File: src/rtl/load_align_unit.sv
// Sequential load path between the MEM stage and the data-memory port: issues one or two
// aligned bus reads per load and returns the lane-extracted, sign- or zero-extended result.
module load_align_unit #(
  parameter int DATA_W           = 32,
  parameter int ADDR_W           = 32,
  parameter bit ALLOW_MISALIGNED = 1'b1
) (
  input  logic              clk_in,
  input  logic              rst_in,
  input  logic              req_valid_in,
  output logic              req_ready_out,
  input  logic [ADDR_W-1:0] addr_in,
  input  logic [1:0]        size_in,
  input  logic              signed_in,
  output logic              mem_req_valid_out,
  input  logic              mem_req_ready_in,
  output logic [ADDR_W-1:0] mem_addr_out,
  input  logic              mem_rdata_valid_in,
  input  logic [DATA_W-1:0] mem_rdata_in,
  output logic              rsp_valid_out,
  input  logic              rsp_ready_in,
  output logic [DATA_W-1:0] rsp_data_out,
  output logic              rsp_fault_out,
  output logic              rsp_split_out
);

  localparam int NB     = DATA_W / 8;
  localparam int LANE_W = $clog2(NB);
  localparam int CNT_W  = LANE_W + 2;

  typedef enum logic [2:0] {IDLE, REQ0, WAIT0, REQ1, WAIT1, RESP} state_t;

  state_t state_reg, state_next;

  logic [ADDR_W-1:0] addr_reg;
  logic [1:0]        size_reg;
  logic              signed_reg;
  logic              fault_reg;
  logic              split_reg;
  logic [DATA_W-1:0] lo_reg;
  logic [DATA_W-1:0] hi_reg;

  // Classify the incoming request: end_in is one past the last byte, relative to the beat.
  logic [LANE_W-1:0] lane_in;
  logic [CNT_W-1:0]  end_in;
  logic              illegal_in;
  logic              crossing_in;
  logic              fault_in;

  assign lane_in     = addr_in[LANE_W-1:0];
  assign end_in      = CNT_W'(lane_in) + (CNT_W'(1) << size_in);
  assign illegal_in  = (DATA_W == 32) && (size_in == 2'b11);
  assign crossing_in = end_in > CNT_W'(NB);
  assign fault_in    = illegal_in || (crossing_in && !ALLOW_MISALIGNED);

  logic [ADDR_W-1:0] base_addr;
  assign base_addr = {addr_reg[ADDR_W-1:LANE_W], {LANE_W{1'b0}}};

  always_ff @(posedge clk_in or posedge rst_in) begin
    if (rst_in) begin
      state_reg  <= IDLE;
      addr_reg   <= '0;
      size_reg   <= '0;
      signed_reg <= 1'b0;
      fault_reg  <= 1'b0;
      split_reg  <= 1'b0;
      lo_reg     <= '0;
      hi_reg     <= '0;
    end else begin
      state_reg <= state_next;
      if (state_reg == IDLE && req_valid_in) begin
        addr_reg   <= addr_in;
        size_reg   <= size_in;
        signed_reg <= signed_in;
        fault_reg  <= fault_in;
        split_reg  <= crossing_in && !fault_in;
        lo_reg     <= '0;
        hi_reg     <= '0;
      end
      if (state_reg == WAIT0 && mem_rdata_valid_in) begin
        lo_reg <= mem_rdata_in;
      end
      if (state_reg == WAIT1 && mem_rdata_valid_in) begin
        hi_reg <= mem_rdata_in;
      end
    end
  end

  // Extraction over the two-beat window; hi_reg stays zero for single-beat loads.
  logic [2*DATA_W-1:0] window;
  logic [LANE_W+2:0]   shamt;
  logic [DATA_W-1:0]   shifted;
  logic [DATA_W-1:0]   extended;
  logic [6:0]          kept_bits;
  logic                sign_bit;

  assign window    = {hi_reg, lo_reg};
  assign shamt     = {addr_reg[LANE_W-1:0], 3'b000};
  assign shifted   = DATA_W'(window >> shamt);
  assign kept_bits = 7'd8 << size_reg;

  always_comb begin
    sign_bit = shifted[DATA_W-1];
    unique case (size_reg)
      2'b00:   sign_bit = shifted[7];
      2'b01:   sign_bit = shifted[15];
      2'b10:   sign_bit = shifted[31];
      default: sign_bit = shifted[DATA_W-1];
    endcase
  end

  generate
    for (genvar gi = 0; gi < DATA_W; gi++) begin : g_ext
      assign extended[gi] = (7'(gi) < kept_bits) ? shifted[gi] : (signed_reg & sign_bit);
    end
  endgenerate

  always_comb begin
    state_next        = state_reg;
    req_ready_out     = 1'b0;
    mem_req_valid_out = 1'b0;
    mem_addr_out      = '0;
    rsp_valid_out     = 1'b0;
    rsp_data_out      = '0;
    rsp_fault_out     = 1'b0;
    rsp_split_out     = 1'b0;
    unique case (state_reg)
      IDLE: begin
        req_ready_out = 1'b1;
        if (req_valid_in) begin
          state_next = fault_in ? RESP : REQ0;
        end
      end
      REQ0: begin
        mem_req_valid_out = 1'b1;
        mem_addr_out      = base_addr;
        if (mem_req_ready_in) begin
          state_next = WAIT0;
        end
      end
      WAIT0: begin
        if (mem_rdata_valid_in) begin
          state_next = split_reg ? REQ1 : RESP;
        end
      end
      REQ1: begin
        mem_req_valid_out = 1'b1;
        mem_addr_out      = base_addr + ADDR_W'(NB);
        if (mem_req_ready_in) begin
          state_next = WAIT1;
        end
      end
      WAIT1: begin
        if (mem_rdata_valid_in) begin
          state_next = RESP;
        end
      end
      RESP: begin
        rsp_valid_out = 1'b1;
        rsp_data_out  = fault_reg ? '0 : extended;
        rsp_fault_out = fault_reg;
        rsp_split_out = split_reg;
        if (rsp_ready_in) begin
          state_next = IDLE;
        end
      end
      default: state_next = IDLE;
    endcase
  end

endmodule

File: config.mk
export PLATFORM = sky130hd
export DESIGN_NAME = load_align_unit
export DESIGN_NICKNAME = d
export VERILOG_FILES = /design/src/rtl/load_align_unit.sv
export SDC_FILE = /design/constraint.sdc
export NUM_CORES = 1
export LEC_CHECK = 0
export CAP_MARGIN = 20
export CORE_UTILIZATION = 45
export DETAILED_ROUTE_END_ITERATION = 12
export PLACE_DENSITY = 0.76
export SLEW_MARGIN = 40
export SYNTH_ARGS = -nofsm -noshare
export SYNTH_HDL_FRONTEND = slang
export SYNTH_SLANG_ARGS = --single-unit
File: constraint.sdc
create_clock -name clk_in -period 7.35 [get_ports clk_in]
set_input_delay 1.47 -clock clk_in [delete_from_list [all_inputs] [get_ports clk_in]]
set_output_delay 1.47 -clock clk_in [all_outputs]
set_load 0.02 [all_outputs]
==> flow_metrics.tcl <==
set metrics [dict create \
    drv_slew 0 \
    drc 0 \
    ys_warn_count 0 \
    overflow 0 \
    p_leak_nw 2.910 \
    yosysSeqAreaShare_pct 41.04 \
    fin_area_um2 7627 \
    synth-edff-count 0 \
    relSlewSlack_pct 46.80 \
    max-clock-path-buffers 2 \
    fillers 1099 \
    ctsResizeCount 0 \
    cts_max_level 3 \
    slowest_delay_ns 0.71 \
    firstDrtPassIters 5 \
    ios 142 \
    whs_ns 0.5348 \
    tritoncts "done" \
    synth_cell_types 45 \
    antenna_found_initial 0 \
    synth_top_area_share_pct 41.04 \
    hold_path.class "reg2reg" \
    syn_area_um2 5853 \
    crit_chain "nand2b_1 > or3_1 > a21oi_1 > o21a_1 > clkdlybuf4s50_1" \
    clk_latency_ns 0.35 \
    r2r_slack_ns 5.06 \
    final_util_pct 60.20 \
    die-width_um 116.0 \
    cp.buffers_inverters 1 \
    synth_area_per_cell_um2 9.502 \
    gp_congestion 0.8654 \
    drtIter0Drc 387 \
    n_antenna_cell 0 \
    start_util_pct 46.19 \
    p_per_area_nw_per_um2 378.1 \
    dieArea_um2 13470 \
    final_nets 800 \
    cp-end-kind "output port" \
    status "finished clean" \
    cts_root_buffer "clkbuf_16" \
    synth.most_common_cell "nand2_1" \
    track_usage_pct 24.12 \
    drt-total-wl_mm 15.52 \
    clkTransAtPathRegs_ns 0.07 \
    synth.area.top_cells "dfrtp_1, mux4_2, nand2_1" \
    cp_slowest_cell "a21oi_1" \
    portBuffers 139 \
    grt_setup_unrepaired "false" \
    finalCriticalPeriod_ns 4.842 \
    die_y_um 116.0 \
    setup_tns_ns 0 \
    synthArstFlopShare_pct 100.0 \
    vias_per_cell 5.747 \
    vias 5178 \
    cp.required_ns 5.88 \
    drive_gt1_share_pct 13.72 \
    worst_pin_slew_ns 0.7980 \
    cp_max_fo 17 \
    finalWorstSetupSlack_ns 2.508 \
    ant_nets 0 \
    grt_pass1_vias 4914 \
    place_ws_ns 2.915 \
    crit_type "reg2out" \
    synth_seq_cells 96 \
    fin_skew_ns 0.009241 \
    dpl_cell_area_um2 7316 \
    setup_viol 0 \
    holdBufCountCts 0 \
    coreArea_um2 12670 \
    cts.sinks 96 \
    hold_viol 0 \
    grt_pass1_wl_mm 24.78 \
    crit_family "compound AO/OA/AOI/OAI gates" \
    row_count 41 \
    fin_crit_sh_pct 65.88 \
    syn_to_final_growth_pct 30.31 \
    post_drt_wl_per_cell_um 17.22 \
    drv_cap 0 \
    ir_drop_uv 231.0 \
    synth_common_cells "nand2_1, dfrtp_1, o21ai_0" \
    ys.flop_type "dfrtp_1" \
    grt_max_degree 97 \
    cts_buffers 9 \
    cp-start-kind "flop" \
    max_clock_freq_mhz 206.5 \
    cts_setup_buffers 0 \
    synth_area_leader_cell "dfrtp_1" \
    arrival_ns 3.37 \
    dp_hpwl_mm 10.95 \
    syn_inst 616 \
]
-- final timing paths --
path,to,cells after the start,startpoint
worst max register to register,addr_reg[0],3,state_reg[1]
max in group asynchronous,addr_reg[0],3,rst_in
worst max-delay path,rsp_data_out[11],5,state_reg[1]
min in group asynchronous,state_reg[1],2,rst_in
worst min-delay path,lo_reg[1],2,lo_reg[1]
worst min register to register,lo_reg[1],2,lo_reg[1]
-- report_power, final --
group | switching [mW] | total, mW | internal (mW)
clock | 0.209 | 0.483 | 0.274
combinational | 0.634 | 1.31 | 0.680
sequential | 0.322 | 1.09 | 0.765
total | 1.17 | 2.88 | 1.72
-- worst register-to-register path, stage by stage, from the launching register on --
cell	delay, ns
dfrtp_1	0.58
nor3_1	0.62
nand2_8	0.48
mux2_2	0.49
-- layer usage --
metal	track usage, %	up-vias	routed length [um]
li1	-	2408	-
met1	32.35	2531	6482
met2	37.66	201	7666
met3	4.655	38	881
met4	11.79	0	486
met5	0	-	0
-- placed cells by master (no fill, tap or decap), types with 12 or more instances in the layout --
cell type,count
nor2_1,17
a21oi_1,22
nand4_1,12
clkdlybuf4s50_1,139
o21ai_0,82
nand2_1,130
o31ai_1,12
or4_1,14
inv_1,24
mux2_2,34
dfrtp_1,95
mux4_2,33
-- layout make-up --
| class | count | area (um2) | share of cell area, % |
|---|---|---|---|
| Multi-Input combinational cell | 448 | 3169 | 41.55 |
| Sequential cell | 96 | 2406 | 31.55 |
| Timing Repair Buffer | 144 | 1433 | 18.78 |
| Clock buffer | 10 | 239.0 | 3.133 |
| Tap cell | 172 | 215.2 | 2.822 |
| Inverter | 25 | 96.34 | 1.263 |
| Clock inverter | 6 | 68.82 | 0.9022 |
-- kinds of logic after synthesis --
| family | synth area share (%) |
|---|---|
| AO/OA/AOI/OAI | 12.25 |
| XOR/XNOR | 1.646 |
| adder cells (fa/ha/maj) | 0.7695 |
| buffers and inverters | 5.280 |
| flip-flops | 41.04 |
| multiplexers | 20.27 |
| other | 0.06407 |
| AND/OR/NAND/NOR | 18.68 |
-- per-stage QoR --
step	std cells	power (mW)
2_1_floorplan	617	1.921
5_1_grt	901	3.075
6_report	901	2.884
3_5_place_dp	885	2.404
4_1_cts	901	2.891
3_3_place_gp	885	2.333
Note: power is estimated with default switching activity, not from simulation.
